**config.mk**
```make
export PLATFORM = sky130hd
export DESIGN_NAME = pixel_unpacker
export DESIGN_NICKNAME = d
export VERILOG_FILES = /design/src/rtl/pixel_unpacker.sv
export SDC_FILE = /design/constraint.sdc
export NUM_CORES = 1
export LEC_CHECK = 0
export CAP_MARGIN = 20
export CORE_ASPECT_RATIO = 0.8
export CORE_MARGIN = 3
export CORE_UTILIZATION = 54
export DETAILED_ROUTE_END_ITERATION = 16
export PLACE_DENSITY = 0.81
export SYNTH_ARGS = -nofsm -noshare
export SYNTH_HDL_FRONTEND = slang
export SYNTH_SLANG_ARGS = --single-unit
```
**constraint.sdc**
```tcl
create_clock -name aclk -period 5.75 [get_ports aclk]
set_clock_uncertainty 0.15 [all_clocks]
set_input_delay 1.725 -clock aclk [delete_from_list [all_inputs] [get_ports aclk]]
set_output_delay 1.725 -clock aclk [all_outputs]
set_load 0.005 [all_outputs]
```
**src/rtl/pixel_unpacker.sv**
```systemverilog
// ============================================================================
// pixel_unpacker : unpacks RGB888 pixels (4 per 3 x 32-bit words) from AXI4-Stream
// Revision 1.0   : initial release
// ============================================================================
`default_nettype none

module pixel_unpacker #(
  parameter int X_SIZE = 640,
  parameter int Y_SIZE = 480
) (
  input  logic        aclk,
  input  logic        areset,
  input  logic [31:0] in_stream_tdata,
  input  logic [3:0]  in_stream_tkeep,
  input  logic        in_stream_tlast,
  input  logic        in_stream_tuser,
  input  logic        in_stream_tvalid,
  output logic        in_stream_tready,
  output logic [7:0]  out_r,
  output logic [7:0]  out_g,
  output logic [7:0]  out_b,
  output logic [9:0]  out_x,
  output logic [8:0]  out_y,
  output logic        out_sof,
  output logic        out_eol,
  output logic        out_valid,
  input  logic        out_ready,
  output logic        err_sof,
  output logic        err_eol,
  output logic        err_keep,
  input  logic        err_clear
);

  localparam logic [9:0] c_X_LAST = 10'(X_SIZE - 1);
  localparam logic [9:0] c_X_PEN  = 10'(X_SIZE - 2);
  localparam logic [8:0] c_Y_LAST = 9'(Y_SIZE - 1);

  typedef enum logic [0:0] {
    S_WAIT_SOF = 1'b0,
    S_RUN      = 1'b1
  } state_t;

  state_t      r_state;
  logic [1:0]  r_phase;
  logic [15:0] r_res;
  logic        r_pending;
  logic [23:0] r_pend_pix;
  logic        r_pend_early;
  logic [9:0]  r_x;
  logic [8:0]  r_y;
  logic        r_out_valid;
  logic [23:0] r_out_pix;
  logic [9:0]  r_out_x;
  logic [8:0]  r_out_y;
  logic        r_out_sof;
  logic        r_out_eol;
  logic        r_err_sof;
  logic        r_err_eol;
  logic        r_err_keep;

  logic        w_out_free;
  logic        w_tready;
  logic        w_acc;
  logic        w_resync;
  logic        w_use;
  logic [1:0]  w_phase;
  logic [9:0]  w_x;
  logic [8:0]  w_y;
  logic [23:0] w_pix;
  logic        w_line_end;
  logic        w_early;
  logic        w_eol_err;
  logic        w_sof_err;
  logic        w_keep_err;
  logic        w_pend_load;
  logic        w_ld;
  logic [23:0] w_ld_pix;
  logic [9:0]  w_ld_x;
  logic [8:0]  w_ld_y;
  logic        w_frame_done;

  function automatic logic [9:0] f_x_next(input logic [9:0] x);
    return (x == c_X_LAST) ? 10'd0 : x + 10'd1;
  endfunction

  function automatic logic [8:0] f_y_inc(input logic [8:0] y);
    return (y == c_Y_LAST) ? 9'd0 : y + 9'd1;
  endfunction

  function automatic logic [8:0] f_y_adv(input logic [9:0] x, input logic [8:0] y);
    return (x == c_X_LAST) ? f_y_inc(y) : y;
  endfunction

  assign w_out_free = !r_out_valid || out_ready;
  assign w_tready   = !areset && !r_pending && w_out_free;
  assign w_acc      = in_stream_tvalid && w_tready;
  assign w_resync   = w_acc && in_stream_tuser;
  assign w_use      = w_acc && ((r_state == S_RUN) || in_stream_tuser);

  // A start-of-frame word always decodes as the first word of a fresh frame
  assign w_phase = w_resync ? 2'd0  : r_phase;
  assign w_x     = w_resync ? 10'd0 : r_x;
  assign w_y     = w_resync ? 9'd0  : r_y;

  always_comb begin
    w_pix = 24'h0;
    if (w_phase == 2'd0)
      w_pix = in_stream_tdata[23:0];
    else if (w_phase == 2'd1)
      w_pix = {in_stream_tdata[15:0], r_res[7:0]};
    else
      w_pix = {in_stream_tdata[7:0], r_res[15:0]};
  end

  // The phase-2 word carrying the pending pixel at X_SIZE-1 closes the line
  assign w_line_end = (w_phase == 2'd2) && (w_x == c_X_PEN);
  assign w_early    = w_use && in_stream_tlast && !w_line_end;
  assign w_eol_err  = w_use && (in_stream_tlast != w_line_end);
  assign w_sof_err  = w_resync && (r_state == S_RUN) &&
                      ((r_phase != 2'd0) || (r_x != 10'd0) || (r_y != 9'd0));
  assign w_keep_err = w_acc && (in_stream_tkeep != 4'hF);

  assign w_pend_load  = r_pending && w_out_free;
  assign w_ld         = w_use || w_pend_load;
  assign w_ld_pix     = w_use ? w_pix : r_pend_pix;
  assign w_ld_x       = w_use ? w_x : r_x;
  assign w_ld_y       = w_use ? w_y : r_y;
  assign w_frame_done = w_ld && (w_ld_x == c_X_LAST) && (w_ld_y == c_Y_LAST);

  always_ff @(posedge aclk) begin
    if (areset) begin
      r_state      <= S_WAIT_SOF;
      r_phase      <= 2'd0;
      r_res        <= 16'h0;
      r_pending    <= 1'b0;
      r_pend_pix   <= 24'h0;
      r_pend_early <= 1'b0;
      r_x          <= 10'd0;
      r_y          <= 9'd0;
      r_out_valid  <= 1'b0;
      r_out_pix    <= 24'h0;
      r_out_x      <= 10'd0;
      r_out_y      <= 9'd0;
      r_out_sof    <= 1'b0;
      r_out_eol    <= 1'b0;
      r_err_sof    <= 1'b0;
      r_err_eol    <= 1'b0;
      r_err_keep   <= 1'b0;
    end else begin
      if (w_ld) begin
        r_out_valid <= 1'b1;
        r_out_pix   <= w_ld_pix;
        r_out_x     <= w_ld_x;
        r_out_y     <= w_ld_y;
        r_out_sof   <= (w_ld_x == 10'd0) && (w_ld_y == 9'd0);
        r_out_eol   <= (w_ld_x == c_X_LAST);
      end else if (out_ready) begin
        r_out_valid <= 1'b0;
      end

      if (w_use) begin
        r_state <= S_RUN;
        if (w_phase == 2'd0) begin
          r_res <= {8'h00, in_stream_tdata[31:24]};
        end else if (w_phase == 2'd1) begin
          r_res <= in_stream_tdata[31:16];
        end
        if (w_phase == 2'd2) begin
          r_pending    <= 1'b1;
          r_pend_pix   <= in_stream_tdata[31:8];
          r_pend_early <= w_early;
          r_phase      <= 2'd0;
          r_x          <= f_x_next(w_x);
          r_y          <= f_y_adv(w_x, w_y);
        end else if (w_early) begin
          r_phase <= 2'd0;
          r_x     <= 10'd0;
          r_y     <= f_y_inc(w_y);
        end else begin
          r_phase <= w_phase + 2'd1;
          r_x     <= f_x_next(w_x);
          r_y     <= f_y_adv(w_x, w_y);
        end
      end

      if (w_pend_load) begin
        r_pending <= 1'b0;
        if (r_pend_early) begin
          r_x <= 10'd0;
          r_y <= f_y_inc(r_y);
        end else begin
          r_x <= f_x_next(r_x);
          r_y <= f_y_adv(r_x, r_y);
        end
      end

      if (w_frame_done) r_state <= S_WAIT_SOF;

      r_err_sof  <= w_sof_err  ? 1'b1 : (err_clear ? 1'b0 : r_err_sof);
      r_err_eol  <= w_eol_err  ? 1'b1 : (err_clear ? 1'b0 : r_err_eol);
      r_err_keep <= w_keep_err ? 1'b1 : (err_clear ? 1'b0 : r_err_keep);
    end
  end

  assign in_stream_tready = w_tready;
  assign out_r            = r_out_pix[23:16];
  assign out_g            = r_out_pix[15:8];
  assign out_b            = r_out_pix[7:0];
  assign out_x            = r_out_x;
  assign out_y            = r_out_y;
  assign out_sof          = r_out_sof;
  assign out_eol          = r_out_eol;
  assign out_valid        = r_out_valid;
  assign err_sof          = r_err_sof;
  assign err_eol          = r_err_eol;
  assign err_keep         = r_err_keep;

endmodule

`default_nettype wire
```
* Yosys cells after proc, flatten, opt, wreduce, memory -nomap -nowiden
Cells that the tools add are included.
Cells by class: add/sub/neg operators 5, reduce and logical (&&, ||, !) cells 42, mux-type cells 34, equal/unequal tests 12
Operator list (count):
- 2-to-1 mux 9 bit | 11
- 2-to-1 mux 10 bit | 9
- 2-to-1 mux 24 bit | 3
- equality test 10 bit (second input constant) | 4
- 2-to-1 mux 16 bit | 2
- equality test 9 bit (second input constant) | 3
- adder 10 x 1 -> 10 bit (second input constant) | 2
- adder 9 x 1 -> 9 bit (second input constant) | 2
- logical AND 1 bit | 16
- nonzero test 2 bit | 7
- zero test 10 bit | 1
- nonzero test 10 bit | 1
- zero test 9 bit | 1
- nonzero test 9 bit | 1
- 2-to-1 mux 1 bit | 6
- 2-to-1 mux 2 bit | 3
- AND reduction 2 bit | 3
- logical OR 1 bit | 5
- zero test 1 bit | 4
- inequality test 4 bit (second input constant) | 1
- OR reduction 2 bit | 2
- inequality test 3 x 2 -> 1 bit (second input constant) | 1
- adder 2 x 1 -> 2 bit (second input constant) | 1
- equality test 2 x 1 -> 1 bit (second input constant) | 1
- other kinds (3) | 3
Storage, ports and cells: bits in registers 113, input port bits 43, logic and storage cells 110, output and inout port bits 50

* Longest topological paths before layout
Gate-level depths: netlist of the first run.
word-level depth 14, mapped depth 14, mapped depth without buffers 11

* Worst setup path before layout of the first run
OpenSTA, ideal clock, no wires.
path type in2reg, start input out_ready, end register r_y[2], required time 5.526 ns, library setup time 0.074 ns, data arrival time 4.370 ns, stages on the path 12, setup slack 1.156 ns, path through and2b_2 > or3_1 > clkbuf_1 > buf_1 > nand2_1 > ha_1 > nor2b_1 > nor4_1 > or4_4 > a2111oi_2 > a31oi_1 > a31oi_1
Between the ends: longest elaborated chain between the ends 13, elaborated cells between the ends (all ways) 27, classes of those cells add/sub (1); eq/ne (5); mux (9); reduce/logical (12)
RTL lines:
- from (decl) | RTL line 27 | input logic out_ready,
- logical OR 1 bit * | RTL line 94 | assign w_out_free = !r_out_valid || out_ready;
- parallel branches: the longest is 12 deep, another holds adder 9 x 1 -> 9 bit
- to (signal assigned) | RTL line 174 | r_y <= f_y_adv(w_x, w_y);
- to (signal assigned) | RTL line 178 | r_y <= f_y_inc(w_y);
- to (signal assigned) | RTL line 190 | r_y <= f_y_inc(r_y);
- to (decl) | RTL line 50 | logic [8:0] r_y;
Every way passes the cells marked *. The select of a mux whose other input is x is not followed. A chain may end at the register's enable or synchronous reset.

* Final worst setup path of the first run
start input out_ready, end output in_stream_tready
Between the ends: longest elaborated chain between the ends 2
RTL lines:
- logical OR 1 bit | RTL line 94
- logical AND 1 bit | RTL line 95 | assign w_tready = !areset && !r_pending && w_out_free;
- to (decl) | RTL line 18 | output logic in_stream_tready,
Every way passes these cells.

==> reports/summary.md, run 1 <==
• **worst-case headroom to the max-slew limit** 32.6%
• **Max stage delay on crit path** 0.55 ns
• **I/O pins** 93
• **endpoint required time on the critical path** 3.88 ns
• **share of the synthesized area in the top cell type** 40.1%
• **number of warnings printed during yosys synthesis** 0
• **footprint of the flip-flops and latches** 2260 sq um
• **internal power of the cells** 0.00153 W
• **count leader, synth** nand2_1
• **H-tree levels** 4
• **part of the power in registers** 39.5%
• **family with the most delay on the worst path** buffers and inverters
• **worst slack after detailed placement** 0.465 ns
• **Post-synth top flop** dfxtp_1
• **Switch Pwr** 0.000516 W
• **number of failing hold endpoints at the final stage** 0
• **portion of netlist area occupied by mux cells** 6.23%
• **Final Net Count** 829
• **outcome** finished, final reports clean
• **adder-cell area share of the yosys netlist** 1.99%
• **post-detailed-routing wire length** 17.5 mm
• **count of standard-cell rows** 32
• **type of the worst setup path** input port to primary output
• **violation count after the first detailed-routing iteration** 810
• **largest net degree at the start of global routing** 113
• **worst hold stages** 2
• **CTS max path bufs** 2
• **number of setup violations in the final report** 0
• **clock network power share** 51.5%
• **final slew viol count** 0
• **combinational share of power** 9.0%
• **unrepaired setup endpoints after global routing** false
• **hold buffers post-CTS** 0
• **per-cell via count in the routed design** 6.20
• **Arr. time, crit path** 3.19 ns
• **global placement routability congestion** 0.929
• **1st-pass router iterations** 6
• **share of cells above drive strength 1** 9.49%
• **sw frac** 25.2%
• **input/output buffers** 92
• **antenna violations before repair** 0
• **post-cts repair resize count** 0
• **clock buffers created by TritonCTS** 17
• **slew at the pin closest to its max-slew limit** 1.01 ns
• **Worst path depth** 4
• **starting density of the core** 56.9%
• **worst-path fanout max** 6
• **Post-Route Utilization** 72.4%
• **summed instance area of the synthesized netlist** 5650 sq um
• **worst path setup slack after routing** 0.686 ns
• **antenna violation net count after detailed routing** 0
• **Cell Pwr Density** 285 nW/um^2
• **number of global-route vias before repair** 5,238
• **Die ar.** 11,700 sq um
• **post-CTS setup buffer count** 0
• **post-detail-place hpwl** 11.7 mm
• **gate count of the mapped netlist** 708
• **list of cells traversed by the critical path** clkdlybuf4s50_1 -> and2b_2 -> nor2_1 -> clkdlybuf4s50_1
• **Synth Area in XOR/XNOR** 1.24%
• **most frequent CP cell** clkdlybuf4s50_1
• **number of nets produced by synthesis** 760
• **CTS tree** yes
• **number of antenna repair diodes** 0
• **share of the clock period used by the worst path** 88.1%
• **sequential area share after synthesis** 40.1%
• **peak supply drop** 0.210 mV
• **cell type with the highest aggregate area in the netlist** dfxtp_1
• **startpoint types** input port
• **wire length of the first global-routing pass** 27.7 mm
• **core outline area** 9930 sq um
• **number of fillers in the final layout** 813
• **worst r2r path cells** 11
• **Multi-input gate area** 3050 sq um
• **clock tree root buffer cell** clkbuf_16
• **dominant cells by area after synthesis** dfxtp_1 (40%), nand2_1 (8.4%), a21oi_1 (7.7%), mux2i_1 (4.4%), nor2_1 (4.1%)
• **Clock Pin Slew Worst Setup and Hold Paths** 0.05 ns
• **drt wl/cell** 18.9 microns
• **total congestion overflow** 0
• **leading post-synthesis cells by instance count** nand2_1 (127), dfxtp_1 (113), a21oi_1 (87)
• **average size of a mapped cell** 7.98 sq um
• **Period minus WS final** 5.06 ns
• **combinational family with the most area after synthesis** simple AND/OR/NAND/NOR gates
• **post-synthesis share of cell area spent on and, or, nand and nor gates** 23.6%
• **die outline width** 120 microns
• **GR Util All Layers** 29.5%
• **Critical path buffers and inverters** 2
• **height of the die** 97.5 microns
• **flop and latch count out of synthesis** 113
• **FFs w/ async S/R, synth** 0%
• **leakage power of the design** 2.60 nW
• **area growth from synthesis to layout** 27.3%
• **Critical-path top delay cell** clkdlybuf4s50_1
• **Max Freq** 197 MHz
• **library cells used by synthesis** 65
• **Sum Neg Setup Slack** 0 ns
• **clk_lat worst skew** 0.42 ns
• **Critical Path End Type** primary output
• **area fraction in compound gates after synthesis** 21.0%
• **post-detailed-route DRC marker count** 0
• **Clock Sinks** 113
• **vias after detailed routing** 5,737
• **number of flops mapped to enable cells by yosys** 0
• **Max-Cap Viols** 0
• **Hold Crit Class** register to register
==> flip-flops by register name, indices dropped and copies added (netlist names), 2 cells and up <==
name,count
out_x,10
out_y,9
r_out_pix,24
r_pend_pix,24
r_phase,2
r_res,16
r_x,10
r_y,9
==> kinds of logic (layout without fill, tap and decap cells) <==
group / after synthesis / count (layout)
AND/OR/NAND/NOR: 282 / 282
AO/OA/AOI/OAI: 191 / 191
flip-flops: 113 / 113
buffers and inverters: 71 / 153
multiplexers: 34 / 34
adder cells (fa/ha/maj): 9 / 9
XOR/XNOR: 8 / 8
==> power by group through the flow <==
stage	combinational [W]	clock [W]	sequential, W
after floorplan	0.0000923	0	0.000824
after global placement	0.000172	0	0.000825
after detailed placement	0.000176	0	0.000826
after CTS	0.000178	0.00105	0.000809
after global routing	0.000198	0.00110	0.000811
final	0.000184	0.00106	0.000809
==> area by class of cell <==
type | instances | area share, %
clock inverters | 14 | 2.12
clock buffers | 18 | 6.11
flip-flops and latches | 113 | 31.5
repair buffers | 109 | 14.8
multi-input cells | 524 | 42.5
inverters | 12 | 0.627
well taps | 136 | 2.37
==> stage by stage <==
step,area (sq um),instances,hold WS [ns],total power [W]
final,7190,926,0.301,0.00205
after floorplan,5650,708,0.278,0.000916
after global placement,6570,893,0.287,0.000997
after CTS,7160,925,0.300,0.00204
after global routing,7190,926,0.319,0.00211
after detailed placement,6570,893,0.293,0.00100
==> path summary, 6_finish.rpt <==
path,from,end,slack (ns)
min,r_res[13],r_res[13],0.30
max reg2reg,r_pending,r_y[6],2.22
min reg2reg,r_res[13],r_res[13],0.30
max,out_ready,in_stream_tready,0.69
==> metal layers <==
layer / GRT usage (%) / part of all wire, % / up-vias
met1: 43.9 / 45 / 2723
met5: 0 / 0 / -
li1: - / - / 2653
met3: 8.44 / 10 / 21
met4: 7.06 / 1.2 / 0
met2: 42.0 / 43 / 340
==> placed cells by master (no fill, tap or decap), drive strengths merged, types with 4 or more instances in the layout <==
cell	Yosys	layout
a211oi	13	13
clkinvlp	0	4
ha	9	9
clkdlybuf4s50	0	91
dfxtp	113	113
nor3	8	8
o21ai	34	34
a31oi	6	6
mux2	9	9
a222oi	8	8
xor2	4	4
nand3	18	18
buf	17	18
a21oi	87	87
xnor2	4	4
a22oi	18	18
inv	12	17
nand2	127	127
nor4	4	4
nor2	61	61
nand4	12	12
and3	14	14
mux2i	25	25
clkbuf	42	18
and2	7	7
nand3b	9	9
nor3b	5	5
==> tightest hold or removal path: stages, from the launching register on <==
cell and delay, ns:
dfxtp_1 0.31, nand2_1 0.05, a21oi_1 0.05
Power figures use the tool's default switching activity.
==> run 2: changes to the inputs <==
--- a/config.mk
+++ b/config.mk
@@ -11,6 +11,7 @@
 export CORE_UTILIZATION = 54
 export DETAILED_ROUTE_END_ITERATION = 16
 export PLACE_DENSITY = 0.81
+export SLEW_MARGIN = 10
 export SYNTH_ARGS = -nofsm -noshare
 export SYNTH_HDL_FRONTEND = slang
 export SYNTH_SLANG_ARGS = --single-unit
==> run 2 against run 1 <==
Compared with the run above: setup slack lost 0.017 ns; critical path type unchanged; global-route usage is the same; die area is the same; total power shrank 0.12%; cell count is the same; final area is the same; non-clock buffer count is the same; routed wire length shrank 0.35%; fmax shrank 0.34%.
==> reports/summary.md, run 2 (synthesis gave the netlist of run 1 again) <==
• **Sum Neg Setup Slack** 0 ns, unchanged
• **startpoint types** input port, unchanged
• **Period minus WS final** 5.08 ns, was 5.06 ns
• **I/O pins** 93, unchanged
• **Critical-path top delay cell** clkdlybuf4s50_1, unchanged
• **input/output buffers** 92, unchanged
• **clk_lat worst skew** 0.42 ns, about the same
• **global placement routability congestion** 0.929, unchanged
• **Max stage delay on crit path** 0.55 ns, about the same
• **most frequent CP cell** clkdlybuf4s50_1, unchanged
• **number of placed cells counting well taps** 893, unchanged
• **peak supply drop** 0.211 mV, was 0.210 mV
• **worst-path fanout max** 6, unchanged
• **wire length of the first global-routing pass** 27.7 mm, unchanged
• **violation count after the first detailed-routing iteration** 770, was 810
• **die outline width** 120 microns, unchanged
• **list of cells traversed by the critical path** clkdlybuf4s50_1 -> and2b_2 -> nor2_1 -> clkdlybuf4s50_1, unchanged
• **Clock Sinks** 113, unchanged
• **Largest regs** r_out_pix: 24 flops, r_pend_pix: 24 flops, r_res: 16 flops, unchanged
• **type of the worst setup path** input port to primary output, unchanged
• **Arr. time, crit path** 3.21 ns, was 3.19 ns
• **post-route insts no fill** 926, unchanged
• **share of the clock period used by the worst path** 88.4%, was 88.1%
• **Critical path buffers and inverters** 2, unchanged
• **Max Freq** 197 MHz, about the same
• **Max-Cap Viols** 0, unchanged
• **largest net degree at the start of global routing** 113, unchanged
• **worst-case headroom to the max-slew limit** 29.7%, was 32.6%
• **post-cts repair resize count** 0, unchanged
• **overall power of the completed layout** 0.00205 W, about the same
• **final slew viol count** 0, unchanged
• **antenna violations before repair** 0, unchanged
• **Post-Route Utilization** 72.4%, unchanged
• **post-detail-place hpwl** 11.7 mm, unchanged
• **number of failing hold endpoints at the final stage** 0, unchanged
• **source of the critical timing path** out_ready, unchanged
• **Critical Path End Type** primary output, unchanged
• **Cell Pwr Density** 285 nW/um^2, about the same
• **clock tree root buffer cell** clkbuf_16, unchanged
• **CTS tree** yes, unchanged
• **Die ar.** 11,700 sq um, unchanged
• **antenna violation net count after detailed routing** 0, unchanged
• **share of cells above drive strength 1** 9.49%, unchanged
• **Hold Crit Class** register to register, unchanged
• **outcome** finished, final reports clean, unchanged
• **unrepaired setup endpoints after global routing** false, unchanged
• **hold buffers post-CTS** 0, unchanged
• **post-detailed-route DRC marker count** 0, unchanged
• **count of standard-cell rows** 32, unchanged
• **number of global-route vias before repair** 5,238, unchanged
• **clock buffers created by TritonCTS** 17, unchanged
• **slew at the pin closest to its max-slew limit** 1.05 ns, was 1.01 ns
• **leakage power of the design** 2.60 nW, unchanged
• **most frequent standard cell in the layout excluding fill and tap cells** nand2_1, unchanged
• **Final Net Count** 829, unchanged
• **core outline area** 9930 sq um, unchanged
• **1st-pass router iterations** 5, was 6
• **family with the most delay on the worst path** buffers and inverters, unchanged
• **total congestion overflow** 0, unchanged
• **post-CTS setup buffer count** 0, unchanged
• **drt wl/cell** 18.8 microns, was 18.9 microns
• **number of setup violations in the final report** 0, unchanged
• **post-detailed-routing wire length** 17.4 mm, was 17.5 mm
• **per-cell via count in the routed design** 6.22, was 6.20
• **GR Util All Layers** 29.5%, unchanged
• **endpoint required time on the critical path** 3.88 ns, about the same
• **CTS max path bufs** 2, unchanged
• **starting density of the core** 56.9%, unchanged
• **area growth from synthesis to layout** 27.3%, unchanged
• **most frequent cells in the layout** nand2_1 (127), dfxtp_1 (113), clkdlybuf4s50_1 (91), unchanged
• **critical register-to-register path startpoint** r_pending, unchanged
• **H-tree levels** 4, unchanged
• **beginning of the worst hold path** r_res[13], unchanged
• **Clock Pin Slew Worst Setup and Hold Paths** 0.05 ns, about the same
• **height of the die** 97.5 microns, unchanged
• **number of antenna repair diodes** 0, unchanged
• **vias after detailed routing** 5,764, was 5,737
## run 2: power by group
group / leakage, nW / internal, W / switching, W / total [W]
logic: 1.41 / 0.0000821 / 0.000102 / 0.000184
clock network: 0.280 / 0.000654 / 0.000400 / 0.00105
registers: 0.914 / 0.000798 / 0.0000113 / 0.000809
total: 2.60 / 0.00153 / 0.000514 / 0.00205
## run 2: final timing paths
| path | to | slack, ns | depth (start not counted) |
|---|---|---|---|
| hold reg to reg | r_res[13] | 0.30 | 2 |
| hold / removal | r_res[13] | 0.30 | 2 |
| setup reg to reg | r_y[6] | 2.19 | 11 |
| setup / recovery | in_stream_tready | 0.67 | 4 |
## run 2: worst reg2reg max path, cell delays in order, from the launching register on
cell	delay, ns
dfxtp_1	0.44
or2_4	0.19
or3_1	0.12
buf_4	0.27
nand2_1	0.15
inv_1	0.10
ha_1	0.32
nand4_2	0.18
o2bb2ai_1	0.87
o21ai_0	0.29
nand2b_1	0.23
o32ai_1	0.11
## run 2: metal layers
layer | vias up | part of all wire [%] | track usage, %
li1 | 2661 | - | -
met1 | 2735 | 45 | 43.9
met2 | 345 | 43 | 42.0
met3 | 23 | 11 | 8.44
met4 | 0 | 0.82 | 7.06
met5 | - | 0 | 0
## run 2: final cells by class
class | instances | area [sq um]
multi-input cells | 524 | 3050
repair buffers | 109 | 1070
inverters | 12 | 45.0
well taps | 136 | 170
clock buffers | 18 | 439
clock inverters | 14 | 153
fillers | 811 | 2740
flip-flops and latches | 113 | 2260
## run 2: through the flow
step | cell area, sq um | hold WS (ns) | setup slack (ns)
2_1_floorplan | 5650 | 0.278 | 1.16
3_3_place_gp | 6570 | 0.287 | 0.607
3_5_place_dp | 6570 | 0.293 | 0.465
4_1_cts | 7160 | 0.300 | 0.677
5_1_grt | 7190 | 0.319 | 0.554
6_report | 7190 | 0.300 | 0.668
